`src/rtl/apu_pkg.sv`:
```
// Shared audio-path definitions: sample/frame widths and the stereo frame type.
package apu_pkg;

    localparam int SAMPLE_W   = 16;
    localparam int FRAME_BITS = 32;

    // Left sample occupies the upper half so bit FRAME_BITS-1 is the first bit on the wire
    typedef struct packed {
        logic [SAMPLE_W-1:0] left;
        logic [SAMPLE_W-1:0] right;
    } stereo_frame_t;

    // Word select for a given bit slot: high for slots 15..30 so it leads each MSB by one bclk
    function automatic logic lrclk_for_bit(input logic [4:0] f);
        return (f >= 5'd15) && (f <= 5'd30);
    endfunction

endpackage

```
`src/rtl/i2s_tx_if.sv`:
```
// Upstream stereo-frame stream into the I2S transmitter (valid/ready handshake).
interface i2s_tx_if;
    import apu_pkg::*;

    logic                s_valid;
    logic                s_ready;
    logic [SAMPLE_W-1:0] s_left;
    logic [SAMPLE_W-1:0] s_right;

    modport master (output s_valid, output s_left, output s_right, input s_ready);
    modport slave  (input s_valid, input s_left, input s_right, output s_ready);

endinterface

```
`src/rtl/i2s_tx_fifo.sv`:
```
// Small synchronous frame buffer between the upstream stream and the serialiser.
module sample_fifo
    import apu_pkg::*;
#(
    parameter int DEPTH = 4
) (
    input  logic                   clk,
    input  logic                   rst_n,
    input  logic                   push,
    input  stereo_frame_t          wdata,
    input  logic                   pop,
    output stereo_frame_t          rdata,
    output logic [$clog2(DEPTH):0] level,
    output logic                   full,
    output logic                   empty
);

    localparam int PTR_W = $clog2(DEPTH);
    localparam int LVL_W = PTR_W + 1;

    stereo_frame_t    mem [DEPTH];
    logic [PTR_W-1:0] wr_ptr;
    logic [PTR_W-1:0] rd_ptr;
    logic             do_push;
    logic             do_pop;

    assign full    = (level == LVL_W'(DEPTH));
    assign empty   = (level == '0);
    assign do_push = push && !full;
    assign do_pop  = pop && !empty;
    assign rdata   = mem[rd_ptr];

    // Storage needs no reset; only the pointers and level define what is valid
    always_ff @(posedge clk) begin
        if (do_push) begin
            mem[wr_ptr] <= wdata;
        end
    end

    // Pointer and occupancy bookkeeping; simultaneous push and pop leaves level unchanged
    always_ff @(posedge clk or negedge rst_n) begin
        if (!rst_n) begin
            wr_ptr <= '0;
            rd_ptr <= '0;
            level  <= '0;
        end else begin
            if (do_push) begin
                wr_ptr <= wr_ptr + PTR_W'(1);
            end
            if (do_pop) begin
                rd_ptr <= rd_ptr + PTR_W'(1);
            end
            case ({do_push, do_pop})
                2'b10:   level <= level + LVL_W'(1);
                2'b01:   level <= level - LVL_W'(1);
                default: level <= level;
            endcase
        end
    end

endmodule

```
`src/rtl/i2s_tx.sv`:
```
// I2S transmitter: buffers stereo frames and serialises them MSB first, left channel on lrclk=0.
module i2s_tx
    import apu_pkg::*;
#(
    parameter int BCLK_HALF_DIV = 8,
    parameter int FIFO_DEPTH    = 4
) (
    input  logic                        clk_25mhz,
    input  logic                        rst_n,
    input  logic                        enable,
    input  logic                        mute,
    i2s_tx_if.slave                     s,
    output logic [$clog2(FIFO_DEPTH):0] fifo_level,
    output logic                        underrun,
    output logic                        audio_bclk,
    output logic                        audio_lrclk,
    output logic                        audio_din,
    output logic                        audio_sclk,
    output logic                        audio_xsmt
);

    logic [7:0]            div;
    logic                  div_tc;
    logic                  fall_event;
    logic                  frame_wrap;
    logic [4:0]            bit_cnt;
    logic [4:0]            bit_next;
    logic [FRAME_BITS-1:0] shift_reg;
    logic [FRAME_BITS-1:0] next_bits;

    stereo_frame_t         push_frame;
    stereo_frame_t         fifo_rdata;
    logic                  fifo_push;
    logic                  fifo_pop;
    logic                  fifo_full;
    logic                  fifo_empty;

    assign push_frame.left  = s.s_left;
    assign push_frame.right = s.s_right;
    assign s.s_ready        = !fifo_full;
    assign fifo_push        = s.s_valid && s.s_ready;

    assign div_tc     = (div == 8'(BCLK_HALF_DIV - 1));
    assign fall_event = enable && div_tc && audio_bclk;
    assign frame_wrap = fall_event && (bit_cnt == 5'd31);
    assign fifo_pop   = frame_wrap && !fifo_empty;
    assign bit_next   = bit_cnt + 5'd1;
    assign next_bits  = fifo_empty ? '0 : fifo_rdata;

    assign audio_sclk = 1'b0;

    sample_fifo #(
        .DEPTH (FIFO_DEPTH)
    ) u_fifo (
        .clk   (clk_25mhz),
        .rst_n (rst_n),
        .push  (fifo_push),
        .wdata (push_frame),
        .pop   (fifo_pop),
        .rdata (fifo_rdata),
        .level (fifo_level),
        .full  (fifo_full),
        .empty (fifo_empty)
    );

    // Bit-clock divider: bclk toggles at terminal count, parked low while disabled
    always_ff @(posedge clk_25mhz or negedge rst_n) begin
        if (!rst_n) begin
            div        <= '0;
            audio_bclk <= 1'b0;
        end else if (!enable) begin
            div        <= '0;
            audio_bclk <= 1'b0;
        end else if (div_tc) begin
            div        <= '0;
            audio_bclk <= !audio_bclk;
        end else begin
            div        <= div + 8'd1;
        end
    end

    // Serialiser: lrclk/din change only on bclk falls; a frame is loaded (or zero-filled) at slot 0
    always_ff @(posedge clk_25mhz or negedge rst_n) begin
        if (!rst_n) begin
            bit_cnt     <= 5'd31;
            shift_reg   <= '0;
            audio_lrclk <= 1'b0;
            audio_din   <= 1'b0;
            underrun    <= 1'b0;
        end else begin
            underrun <= frame_wrap && fifo_empty;
            if (!enable) begin
                bit_cnt     <= 5'd31;
                audio_lrclk <= 1'b0;
                audio_din   <= 1'b0;
            end else if (fall_event) begin
                bit_cnt     <= bit_next;
                audio_lrclk <= lrclk_for_bit(bit_next);
                if (bit_cnt == 5'd31) begin
                    shift_reg <= next_bits;
                    audio_din <= next_bits[FRAME_BITS-1];
                end else begin
                    audio_din <= shift_reg[~bit_next];
                end
            end
        end
    end

    // Soft-mute pin is active low at the codec, so register the inverse of mute
    always_ff @(posedge clk_25mhz or negedge rst_n) begin
        if (!rst_n) begin
            audio_xsmt <= 1'b0;
        end else begin
            audio_xsmt <= !mute;
        end
    end

endmodule

```
`src/flat_wrapper.sv`:
```
// flat-port wrapper written by rule: the top's interface ports become plain ports
module i2s_tx_flat import apu_pkg::*;
#(
    parameter int BCLK_HALF_DIV = 8,
    parameter int FIFO_DEPTH    = 4
)
  (clk_25mhz, rst_n, enable, mute, fifo_level, underrun, audio_bclk, audio_lrclk, audio_din, audio_sclk, audio_xsmt, s_s_valid, s_s_left, s_s_right, s_s_ready);
  i2s_tx_if s_i ();
  input  logic clk_25mhz;
  input  logic rst_n;
  input  logic enable;
  input  logic mute;
  output logic [$clog2(FIFO_DEPTH):0] fifo_level;
  output logic underrun;
  output logic audio_bclk;
  output logic audio_lrclk;
  output logic audio_din;
  output logic audio_sclk;
  output logic audio_xsmt;
  input wire logic [$bits(s_i.s_valid)-1:0] s_s_valid;
  input wire logic [$bits(s_i.s_left)-1:0] s_s_left;
  input wire logic [$bits(s_i.s_right)-1:0] s_s_right;
  output wire logic [$bits(s_i.s_ready)-1:0] s_s_ready;
  assign s_i.s_valid = s_s_valid;
  assign s_i.s_left = s_s_left;
  assign s_i.s_right = s_s_right;
  assign s_s_ready = s_i.s_ready;
  i2s_tx #(.BCLK_HALF_DIV(BCLK_HALF_DIV), .FIFO_DEPTH(FIFO_DEPTH)) u_core (.clk_25mhz(clk_25mhz), .rst_n(rst_n), .enable(enable), .mute(mute), .s(s_i), .fifo_level(fifo_level), .underrun(underrun), .audio_bclk(audio_bclk), .audio_lrclk(audio_lrclk), .audio_din(audio_din), .audio_sclk(audio_sclk), .audio_xsmt(audio_xsmt));
endmodule
```
`config.mk`:
```
export PLATFORM = sky130hd
export DESIGN_NAME = i2s_tx_flat
export DESIGN_NICKNAME = d
export VERILOG_FILES = /design/src/rtl/apu_pkg.sv /design/src/rtl/i2s_tx_if.sv /design/src/rtl/i2s_tx_fifo.sv /design/src/rtl/i2s_tx.sv /design/src/flat_wrapper.sv
export SDC_FILE = /design/constraint.sdc
export NUM_CORES = 1
export LEC_CHECK = 0
export CORE_MARGIN = 1.5
export CORE_UTILIZATION = 54
export CTS_CLUSTER_SIZE = 28
export DETAILED_ROUTE_END_ITERATION = 10
export GPL_ROUTABILITY_DRIVEN = 1
export PLACE_DENSITY = 0.74
export SLEW_MARGIN = 5
export SYNTH_ARGS = -nofsm -noshare
export SYNTH_HDL_FRONTEND = slang
export SYNTH_SLANG_ARGS = --single-unit
```
`constraint.sdc`:
```
create_clock -name clk_25mhz -period 4.06 [get_ports clk_25mhz]
set_clock_uncertainty 0.15 [all_clocks]
set_input_delay 0.609 -clock clk_25mhz [delete_from_list [all_inputs] [get_ports clk_25mhz]]
set_output_delay 0.609 -clock clk_25mhz [all_outputs]
set_load 0.01 [all_outputs]
```
# [Word level (Yosys, flattened, before mapping)]
# Memories as Yosys holds them, arrays and structs flattened.
# Index checks and enable logic that the tools add are counted.
[totals] ff_bits=57 ram_bits=128 in_bits=37 out_inout_bits=10 n_memories=1
[memory_table] name="u_core.u_fifo.mem" depth=4 width=32 rd=1 rd_ports_with_merged_regs=0 wr=1 line_no="i2s_tx_fifo.sv:21" text="stereo_frame_t mem [DEPTH];"
[op_classes] add_sub_neg=6 magnitude_cmp=3 eq_ne=7 muxes=17 bitwise=1 reduce_logical=16
[op_table] op="2-to-1 mux 32 bit" n=1
[op_table] op="2-to-1 mux 8 bit" n=2
[op_table] op="2-to-1 mux 1 bit" n=10
[op_table] op="2-to-1 mux 5 bit" n=2
[op_table] op="logical AND 1 bit" n=9
[op_table] op="adder 8 x 1 -> 8 bit, second input constant" n=1
[op_table] op="== test 8 x 3 -> 1 bit, second input constant" n=1
[op_table] op="< comparator 5 x 6 -> 1 bit, second input constant" n=1
[op_table] op="one-hot mux 3 bit (2 select lines)" n=1
[op_table] op="adder 5 x 1 -> 5 bit, second input constant" n=1
[op_table] op="binary-select mux 1 bit (select 5 bit)" n=1
[op_table] op="== test 5 bit, second input constant" n=1
[op_table] op="greater-or-equal comparator 5 x 4 -> 1 bit, second input constant" n=1
[op_table] op="<= comparator 5 bit, second input constant" n=1
[op_table] op="NOT 5 bit" n=1
[op_table] op="adder 2 x 1 -> 2 bit, second input constant" n=2
[op_table] op="logical NOT 1 bit" n=4
[op_table] op="inequality test 2 x 1 -> 1 bit, second input constant" n=2
[op_table] op="adder 3 x 1 -> 3 bit, second input constant" n=1
[op_table] op="== test 3 bit, second input constant" n=1
[op_table] op="logical NOT 3 bit" n=1
[op_table] op="AND reduction 3 bit" n=1
[op_table] op="subtractor 3 x 1 -> 3 bit, second input constant" n=1
[op_table] op="== test 2 x 1 -> 1 bit, second input constant" n=1
[op_table] op="other kinds (2)" n=2

# [Longest topological paths before layout]
# Gate-level depths: netlist (run 1).
[logic_depth] depth_word=8 ltp_mapped=13 depth_no_buf=12

# [Modules after synthesis]
# Synthesis (run 1) repeated with hierarchy kept, for this count alone.
[hier_totals] hier_cells=465 area_unflattened_um2=7646.1
[modules_own_cells] mod="sample_fifo" n_inst=1 cells_each=205 area_per_inst_um2=5091.1
[modules_own_cells] mod="i2s_tx" n_inst=1 cells_each=260 area_per_inst_um2=2555.0

# [Worst setup path after synthesis (run 1)]
# OpenSTA, ideal clock, no wires.
[synth_timing] kind="register to register" from="reg u_core.bit_cnt[0]" to="reg u_core.u_fifo.level[2]" setup_time_ps=79 arrival_ps=2810 slack_ps=1021 stages_incl_launch_ff=14 path_buffers=1 synth_period_minus_slack_ps=3039 path_cell_list="dfstp_2 > ha_1 > and3_1 > ha_1 > inv_1 > or2_2 > buf_2 > nor2_1 > ha_1 > inv_1 > fa_1 > xor2_1 > nor2_1 > xor2_1"
[synth_via] elab_chain_cells=6 elab_cells_between_ends=8 cone_classes="eq/ne (3); mux (1); reduce/logical (4)"
[synth_rtl] element="start: declaration" line_no="i2s_tx.sv:26" text="logic [4:0] bit_cnt;"
[synth_rtl] element="start signal: assignment" line_no="i2s_tx.sv:97" text="bit_cnt <= bit_next;"
[synth_rtl] element="== test 5 bit *" line_no="i2s_tx.sv:45" text="assign frame_wrap = fall_event && (bit_cnt == 5'd31);"
[synth_rtl] element="logical AND 1 bit *" line_no="i2s_tx.sv:45"
[synth_rtl] element="logical AND 1 bit *" line_no="i2s_tx.sv:46" text="assign fifo_pop = frame_wrap && !fifo_empty;"
[synth_rtl] element="logical AND 1 bit *" line_no="i2s_tx_fifo.sv:30" text="assign do_pop = pop && !empty;"
[synth_rtl] element="via u_core.u_fifo.do_pop" line_no="i2s_tx_fifo.sv:25" text="logic do_pop;"
[synth_rtl] element="== test 2 x 1 -> 1 bit / == test 2 bit (equally long branches)" line_no="i2s_tx_fifo.sv:53" text="case ({do_push, do_pop})"
[synth_rtl] element="one-hot mux 3 bit (2 select lines) / nonzero test 2 bit (equally long branches)"
[synth_rtl] element="end signal: assignment" line_no="i2s_tx_fifo.sv:54" text="2'b10: level <= level + LVL_W'(1);"
[synth_rtl] element="end signal: assignment" line_no="i2s_tx_fifo.sv:55" text="2'b01: level <= level - LVL_W'(1);"
[synth_rtl] element="end signal: assignment" line_no="i2s_tx_fifo.sv:56" text="default: level <= level;"
[synth_rtl] element="end: declaration" line_no="i2s_tx_fifo.sv:13" text="output logic [$clog2(DEPTH):0] level,"
# Mark *: on every way through the listed nets, which the timed path passes. The rest lies on a longest branch.
# A chain may end at the register's enable or synchronous reset.

# [Final worst setup path (run 1)]
# Ends and elaborated chain as after synthesis.

==> impl_metrics.tcl, run 1 <==
set metrics [dict create \
    cts_max_path_buffers 2 \
    cp.arrival_ps 3470 \
    pin_count_of_the_biggest_net_entering_global_routing 67 \
    run_status "complete, no violations" \
    netSwitchingFraction 0.230 \
    share_of_synthesized_flip_flops_with_an_asynchronous_set_or_reset 0.308 \
    first_global_vias 4136 \
    drt-vias-per-instance 5.67 \
    total_switching_power_mw 1.14 \
    maxClockFrequency_mhz 306 \
    chipHeight_um 121 \
    cts-hold-fix-buffers 0 \
    internal_power_mw 3.81 \
    firstDrtPassIters 4 \
    max_slew.worst_pin.slew_ps 988 \
    post_drt_wl_per_cell_um 19.4 \
    power_frac_comb 0.126 \
    initial_standard_cell_utilization_of_the_core 0.561 \
    rr_worst_depth 12 \
    timing.critical_path.required_ps 4260 \
    timing.final.crit_period_ps 3270 \
    synth-main-ff-cell "sky130_fd_sc_hd__edfxtp_1" \
    reg2reg_from "u_core.bit_cnt[0]$_DFFE_PN1P_" \
    clock_tree.htree_level_count 4 \
    drt_wl_total_um 13600 \
    maxCapViolCount 0 \
    final.fill_count 918 \
    start_kind "flop" \
    grt_antenna_before_repair 0 \
    synth.largest_area_cell "sky130_fd_sc_hd__edfxtp_1" \
    cp_slowest_cell "sky130_fd_sc_hd__dfstp_2" \
    post-cts-setup-buffer-count 0 \
    slew_headroom 0.341 \
    place_congestion 0.820 \
    fp.dieW_um 121 \
    worst_r2r_endpoint "u_core.u_fifo.level[2]$_DFFE_PN0P_" \
    clk_root_buffer_cell "sky130_fd_sc_hd__clkbuf_16" \
    number_of_diodes 0 \
    rows 42 \
    timing.setup.tns_ps 0 \
    grt_setup_unrepaired "false" \
    syn_area_per_cell_um2 16.4 \
    design.final.nets 557 \
    postSynthCellCount 458 \
    timing.setup.critical_path_class "reg -> reg" \
    yosysTopAreaCellShare 0.511 \
    die_area_um2 14600 \
    sequential_cell_area_um2 5280 \
    clock_slew_at_the_register_clock_pins_of_the_worst_setup_and_hold_paths_ps 60 \
    leakagePower_nw 3.37 \
    cp_slowest_stage_delay_ps 750 \
    yosysUniqueCellTypes 40 \
    synth_enable_flop_cells 128 \
    clock_insertion_delay_at_the_later_pin_of_the_skew_report_ps 430 \
    worst_slack_ps 793 \
    design.portCount 47 \
    worst-path-max-fanout 15 \
    fin_total_pwr_mw 4.94 \
    largest_register_ffs 128 \
    timing.critical_path.mode_cell "sky130_fd_sc_hd__ha_1" \
    cts-resized-gates 0 \
    synth.ff_latch_count 185 \
    areaGrowthSynthToFinish_pct 18.2 \
    crit_path_cell_trace "ha_1 -> and3_1 -> ha_1 -> inv_1 -> or2_2 -> nor2_1 -> ha_1 -> inv_1 -> fa_1 -> xor2_1 -> nor2_1 -> xor2_1" \
    share_of_layout_cells_above_drive_strength_1 0.172 \
    half_perimeter_wire_length_of_the_detailed_placement_result_um 8600 \
    timing_max_transition_violations_final 0 \
    globalRoute.totalOverflow 0 \
    ant_nets 0 \
    tritoncts "built" \
    numCtsBuffers 17 \
    seq_area_frac_synth 0.702 \
    total_via_count_after_detailed_routing 3961 \
    cellPowerDensity_nw_per_um2 556 \
    synth_warnings 0 \
    drc 0 \
    power.share.clock 0.385 \
    first_iter_violations 264 \
    final_min_period_over_clock_period 0.805 \
    final.hold.worst_slack_ps 20.1 \
    finalHoldViolCount 0 \
    seq_power_share 0.489 \
    regToRegSetupSlack_ps 790 \
    crit_buf_inv 2 \
    synth.top_cells.by_count "sky130_fd_sc_hd__edfxtp_1 (128), sky130_fd_sc_hd__nand2_1 (71), sky130_fd_sc_hd__dfrtp_1 (52), sky130_fd_sc_hd__o21ai_0 (37), sky130_fd_sc_hd__mux4_2 (36)" \
    pre_cts_ws_ps 786 \
    worst_path_dominant_cell_family "adder cells" \
    multi_input_area_um2 2090 \
    yosys.cell_count.top_type "sky130_fd_sc_hd__edfxtp_1" \
    grt_first_pass_wirelength_um 22200 \
    tritoncts_num_sinks 185 \
    synth.net_count 506 \
    grt.total_usage 0.207 \
    end_kind "flop" \
    synth_top_cells_by_area "sky130_fd_sc_hd__edfxtp_1 (51%), sky130_fd_sc_hd__dfrtp_1 (17%), sky130_fd_sc_hd__mux4_2 (11%), sky130_fd_sc_hd__nand2_1 (3.5%), sky130_fd_sc_hd__o21ai_0 (2.5%)" \
    syn-cell-area_um2 7510 \
    fp.coreArea_um2 13400 \
    final-setup-viol-count 0 \
    numPortBuffers 45 \
    hold_path_class "in -> async" \
    peak_vdd_ir_v 0.000334 \
]
cells by family (layout without fill, tap and decap cells):
group           count (synthesis)  after routing  share of synthesized area
flops                         185            185                      0.702
simple gates                  121            121                     0.0741
fa+ha+maj                      11             11                     0.0193
mux                            43             43                      0.129
compound gates                 46             46                     0.0368
buf+inv                        35             99                     0.0198
other cells                     1              1                   0.000499
xor+xnor                       16             16                     0.0186
placed cells by master, fill, tap and decap left out, drive strengths merged, types with 6 or more instances in the layout:
cell type,instances
nor2,11
nand2,71
edfxtp,128
mux4,41
and3,8
dfrtp,52
xor2,10
ha,10
xnor2,6
bufinv,7
inv,13
o21ai,37
clkbuf,21
nand3,11
buf,12
clkdlybuf4s50,44
worst reg2reg max path, stage by stage (launching register included):
cell and delay [ps]:
sky130_fd_sc_hd__dfstp_2 750, sky130_fd_sc_hd__ha_1 320, sky130_fd_sc_hd__and3_1 190, sky130_fd_sc_hd__ha_1 180, sky130_fd_sc_hd__inv_1 60, sky130_fd_sc_hd__or2_2 300
sky130_fd_sc_hd__nor2_1 180, sky130_fd_sc_hd__ha_1 210, sky130_fd_sc_hd__inv_1 60, sky130_fd_sc_hd__fa_1 380, sky130_fd_sc_hd__xor2_1 150, sky130_fd_sc_hd__nor2_1 110
sky130_fd_sc_hd__xor2_1 150
through the flow:
| stage | util | instance area (um2) | std cells |
|---|---|---|---|
| after global routing | 0.663 | 8890 | 698 |
| after floorplan | - | 7510 | 458 |
| after CTS | 0.663 | 8890 | 698 |
| after detailed placement | 0.611 | 8190 | 666 |
| after global placement | 0.611 | 8190 | 666 |
| final | 0.663 | 8890 | 698 |
cell type report:
| type | count | share of cell area |
|---|---|---|
| timing repair buffer | 56 | 0.0636 |
| clock inverter | 11 | 0.0272 |
| tap | 176 | 0.0248 |
| inverter | 11 | 0.00465 |
| clock buffer | 21 | 0.0507 |
| multi-input combinational | 238 | 0.235 |
| sequential | 185 | 0.594 |
power groups by stage:
stage	logic [mW]	registers (mW)	clock network, mW
finish	0.623	2.42	1.90
global route	0.696	2.44	2.00
floorplan	0.339	2.44	0
global placement	0.622	2.43	0
CTS	0.637	2.42	1.93
detailed placement	0.633	2.45	0
metal layers:
metal	global-route usage	vias up	wire length [um]
met5	0	-	0
met4	0.0713	0	214
met3	0.0559	19	646
met2	0.338	83	6910
met1	0.272	2031	5790
li1	-	1828	-
worst max-delay path by stage:
| stage | from | to | slack, ps | cells past startpoint |
|---|---|---|---|---|
| 2_1_floorplan | u_core.bit_cnt[0]$_DFFE_PN1P_ | u_core.u_fifo.level[2]$_DFFE_PN0P_ | 1020 | 13 |
| 3_3_place_gp | enable | u_core.u_fifo.level[2]$_DFFE_PN0P_ | 840 | 12 |
| 3_5_place_dp | u_core.bit_cnt[0]$_DFFE_PN1P_ | u_core.u_fifo.level[2]$_DFFE_PN0P_ | 790 | 12 |
| 4_1_cts | u_core.bit_cnt[0]$_DFFE_PN1P_ | u_core.u_fifo.level[2]$_DFFE_PN0P_ | 770 | 12 |
| 5_1_grt | u_core.bit_cnt[0]$_DFFE_PN1P_ | u_core.u_fifo.level[2]$_DFFE_PN0P_ | 560 | 12 |
| 6_report | u_core.bit_cnt[0]$_DFFE_PN1P_ | u_core.u_fifo.level[2]$_DFFE_PN0P_ | 790 | 12 |
(Power assumes the default switching activity.)
==> run 2, diff against run 1 <==
--- a/config.mk
+++ b/config.mk
@@ -6,11 +6,11 @@
 export NUM_CORES = 1
 export LEC_CHECK = 0
 export CORE_MARGIN = 1.5
-export CORE_UTILIZATION = 54
+export CORE_UTILIZATION = 53
 export CTS_CLUSTER_SIZE = 28
 export DETAILED_ROUTE_END_ITERATION = 10
 export GPL_ROUTABILITY_DRIVEN = 1
-export PLACE_DENSITY = 0.74
+export PLACE_DENSITY = 0.75
 export SLEW_MARGIN = 5
 export SYNTH_ARGS = -nofsm -noshare
 export SYNTH_HDL_FRONTEND = slang
==> constraint.sdc (replaced) <==
create_clock -name clk_25mhz -period 2.95 [get_ports clk_25mhz]
set_clock_uncertainty 0.15 [all_clocks]
set_input_delay 0.4425 -clock clk_25mhz [delete_from_list [all_inputs] [get_ports clk_25mhz]]
set_output_delay 0.4425 -clock clk_25mhz [all_outputs]
set_load 0.01 [all_outputs]
==> run 2 against run 1 <==
Compared with the run above: global-route usage fell by 0.64 points; fmax rose by 14%; first-iteration DRC count fell by 23%; flip-flop and latch count did not move; hold slack improved by 14 ps; clock power rose by 17%; wire length fell by 2.2%; cell count rose by 1.7%; critical path depth did not move; setup slack got worse by 700 ps.
==> impl_metrics.tcl, run 2 (synthesized netlist as in run 1, its figures left out) <==
set metrics [dict create \
    run_status "complete, no violations" \
    clk_root_buffer_cell "sky130_fd_sc_hd__clkbuf_16" \
    sequential_cell_area_um2 5280 \
    pin_count_of_the_biggest_net_entering_global_routing 67 \
    leakagePower_nw 3.33 \
    layout.cells.most_common "sky130_fd_sc_hd__edfxtp_1" \
    design.portCount 47 \
    final-setup-viol-count 0 \
    grt_first_pass_wirelength_um 21700 \
    regToRegSetupSlack_ps 90 \
    worst_r2r_endpoint "u_core.u_fifo.level[2]$_DFFE_PN0P_" \
    numPortBuffers 45 \
    timing.setup.critical_path_class "reg -> reg" \
    half_perimeter_wire_length_of_the_detailed_placement_result_um 8020 \
    timing_max_transition_violations_final 0 \
    maxClockFrequency_mhz 350 \
    cts_max_path_buffers 2 \
    slew_headroom 0.335 \
    fp.dieW_um 122 \
    tritoncts_num_sinks 185 \
    clock_slew_at_the_register_clock_pins_of_the_worst_setup_and_hold_paths_ps 60 \
    rr_worst_depth 12 \
    fin_cells 710 \
    die_area_um2 14900 \
    design.final.nets 565 \
    place_congestion 0.785 \
    timing.final.crit_period_ps 2860 \
    fp.coreArea_um2 13900 \
    mostFrequentLayoutCells "sky130_fd_sc_hd__edfxtp_1 (128), sky130_fd_sc_hd__nand2_1 (71), sky130_fd_sc_hd__dfrtp_1 (51)" \
    end_kind "flop" \
    share_of_layout_cells_above_drive_strength_1 0.185 \
    finalHoldViolCount 0 \
    grt_antenna_before_repair 0 \
    number_of_diodes 0 \
    first_iter_violations 204 \
    chipHeight_um 122 \
    final.fill_count 997 \
    total_via_count_after_detailed_routing 3989 \
    initial_standard_cell_utilization_of_the_core 0.541 \
    hold_path_class "in -> async" \
    start_kind "flop" \
    drt_wl_total_um 13300 \
    worst-path-max-fanout 5 \
    multi_input_area_um2 2130 \
    cp.arrival_ps 3060 \
    numCtsBuffers 17 \
    cts-hold-fix-buffers 0 \
    firstDrtPassIters 4 \
    post_drt_wl_per_cell_um 18.7 \
    drt-vias-per-instance 5.62 \
    areaGrowthSynthToFinish_pct 17.5 \
    rows 43 \
    grt.total_usage 0.201 \
    largest_register_ffs 128 \
    ant_nets 0 \
    tritoncts "built" \
    timing.critical_path.required_ps 3150 \
    grt_setup_unrepaired "false" \
    globalRoute.totalOverflow 0 \
    reg2reg_from "u_core.bit_cnt[1]$_DFFE_PN1P_" \
    first_global_vias 4163 \
    drc 0 \
    maxCapViolCount 0 \
    final_min_period_over_clock_period 0.969 \
    clock_insertion_delay_at_the_later_pin_of_the_skew_report_ps 430 \
    place_inst 674 \
    max_slew.worst_pin.slew_ps 997 \
    cellPowerDensity_nw_per_um2 721 \
    clock_tree.htree_level_count 4 \
    final_core_utilization 0.636 \
    peak_vdd_ir_v 0.000406 \
]
[run 2: cell types whose count changed in the layout (fill, tap and decap cells not counted), sizes merged]
cell / previous run / this run
buf: 12 / 20
bufinv: 7 / 3
clkbuf: 21 / 23
clkinv: 2 / 4
clkinvlp: 0 / 2
inv: 13 / 11
[run 2: metal layers]
| metal | global-route usage | vias to the layer above | routed length [um] |
|---|---|---|---|
| met2 | 0.325 | 96 | 6760 |
| met1 | 0.258 | 2042 | 5620 |
| li1 | - | 1833 | - |
| met4 | 0.103 | 0 | 304 |
| met5 | 0 | - | 0 |
| met3 | 0.0431 | 18 | 574 |
[run 2: layout make-up]
type,instances,area share
Timing Repair Buffer,64,0.0666
Inverter,11,0.00467
Tap cell,180,0.0255
Clock buffer,23,0.0507
Sequential cell,185,0.597
Multi-Input combinational cell,238,0.241
Clock inverter,9,0.0143
[run 2: worst max path at each step]
stage	slack, ps	to	start
2_1_floorplan	6	u_core.u_fifo.level[2]$_DFFE_PN0P_	u_core.bit_cnt[0]$_DFFE_PN1P_
3_3_place_gp	90	u_core.u_fifo.level[2]$_DFFE_PN0P_	enable
3_5_place_dp	-2	u_core.u_fifo.level[2]$_DFFE_PN0P_	enable
4_1_cts	40	u_core.u_fifo.level[2]$_DFFE_PN0P_	u_core.bit_cnt[1]$_DFFE_PN1P_
5_1_grt	20	u_core.u_fifo.level[2]$_DFFE_PN0P_	u_core.bit_cnt[1]$_DFFE_PN1P_
6_report	90	u_core.u_fifo.level[2]$_DFFE_PN0P_	u_core.bit_cnt[1]$_DFFE_PN1P_
[run 2: report_power, final]
| group | total (mW) | internal, mW | switching [mW] |
|---|---|---|---|
| Sequential | 3.33 | 3.21 | 0.115 |
| Clock | 2.22 | 1.33 | 0.891 |
| Combinational | 0.828 | 0.307 | 0.521 |
| Total | 6.37 | 4.84 | 1.53 |
[run 2: metrics by stage]
step                instance area (um2)  setup WS, ps  hold WS (ps)  total power, mW  TNS (ps)
finish                             8830          91.9          34.3             6.37         0
global route                       8830          24.8           112             6.63         0
CTS                                8780          35.8          66.0             6.43         0
detailed placement                 8210         -1.98           317             4.21     -1.98
global placement                   8210          88.6           311             4.16         0
floorplan                          7530          6.03         -3.09             3.82         0
[run 2: critical path, cell delays in order (launching register included)]
cell                      delay [ps]
sky130_fd_sc_hd__dfstp_2         600
sky130_fd_sc_hd__ha_4            170
sky130_fd_sc_hd__and3_1          160
sky130_fd_sc_hd__ha_2            180
sky130_fd_sc_hd__inv_1            50
sky130_fd_sc_hd__or2_2           320
sky130_fd_sc_hd__nor2_4          120
sky130_fd_sc_hd__ha_4            150
sky130_fd_sc_hd__inv_1            50
sky130_fd_sc_hd__fa_1            380
sky130_fd_sc_hd__xor2_1          160
sky130_fd_sc_hd__nor2_1          130
sky130_fd_sc_hd__xor2_1          180
[run 2: what timing repair did]
item,4_1_cts,5_1_grt
resized for setup,0,5
endpoints found under the setup margin,0,2
buffers inserted,0,4
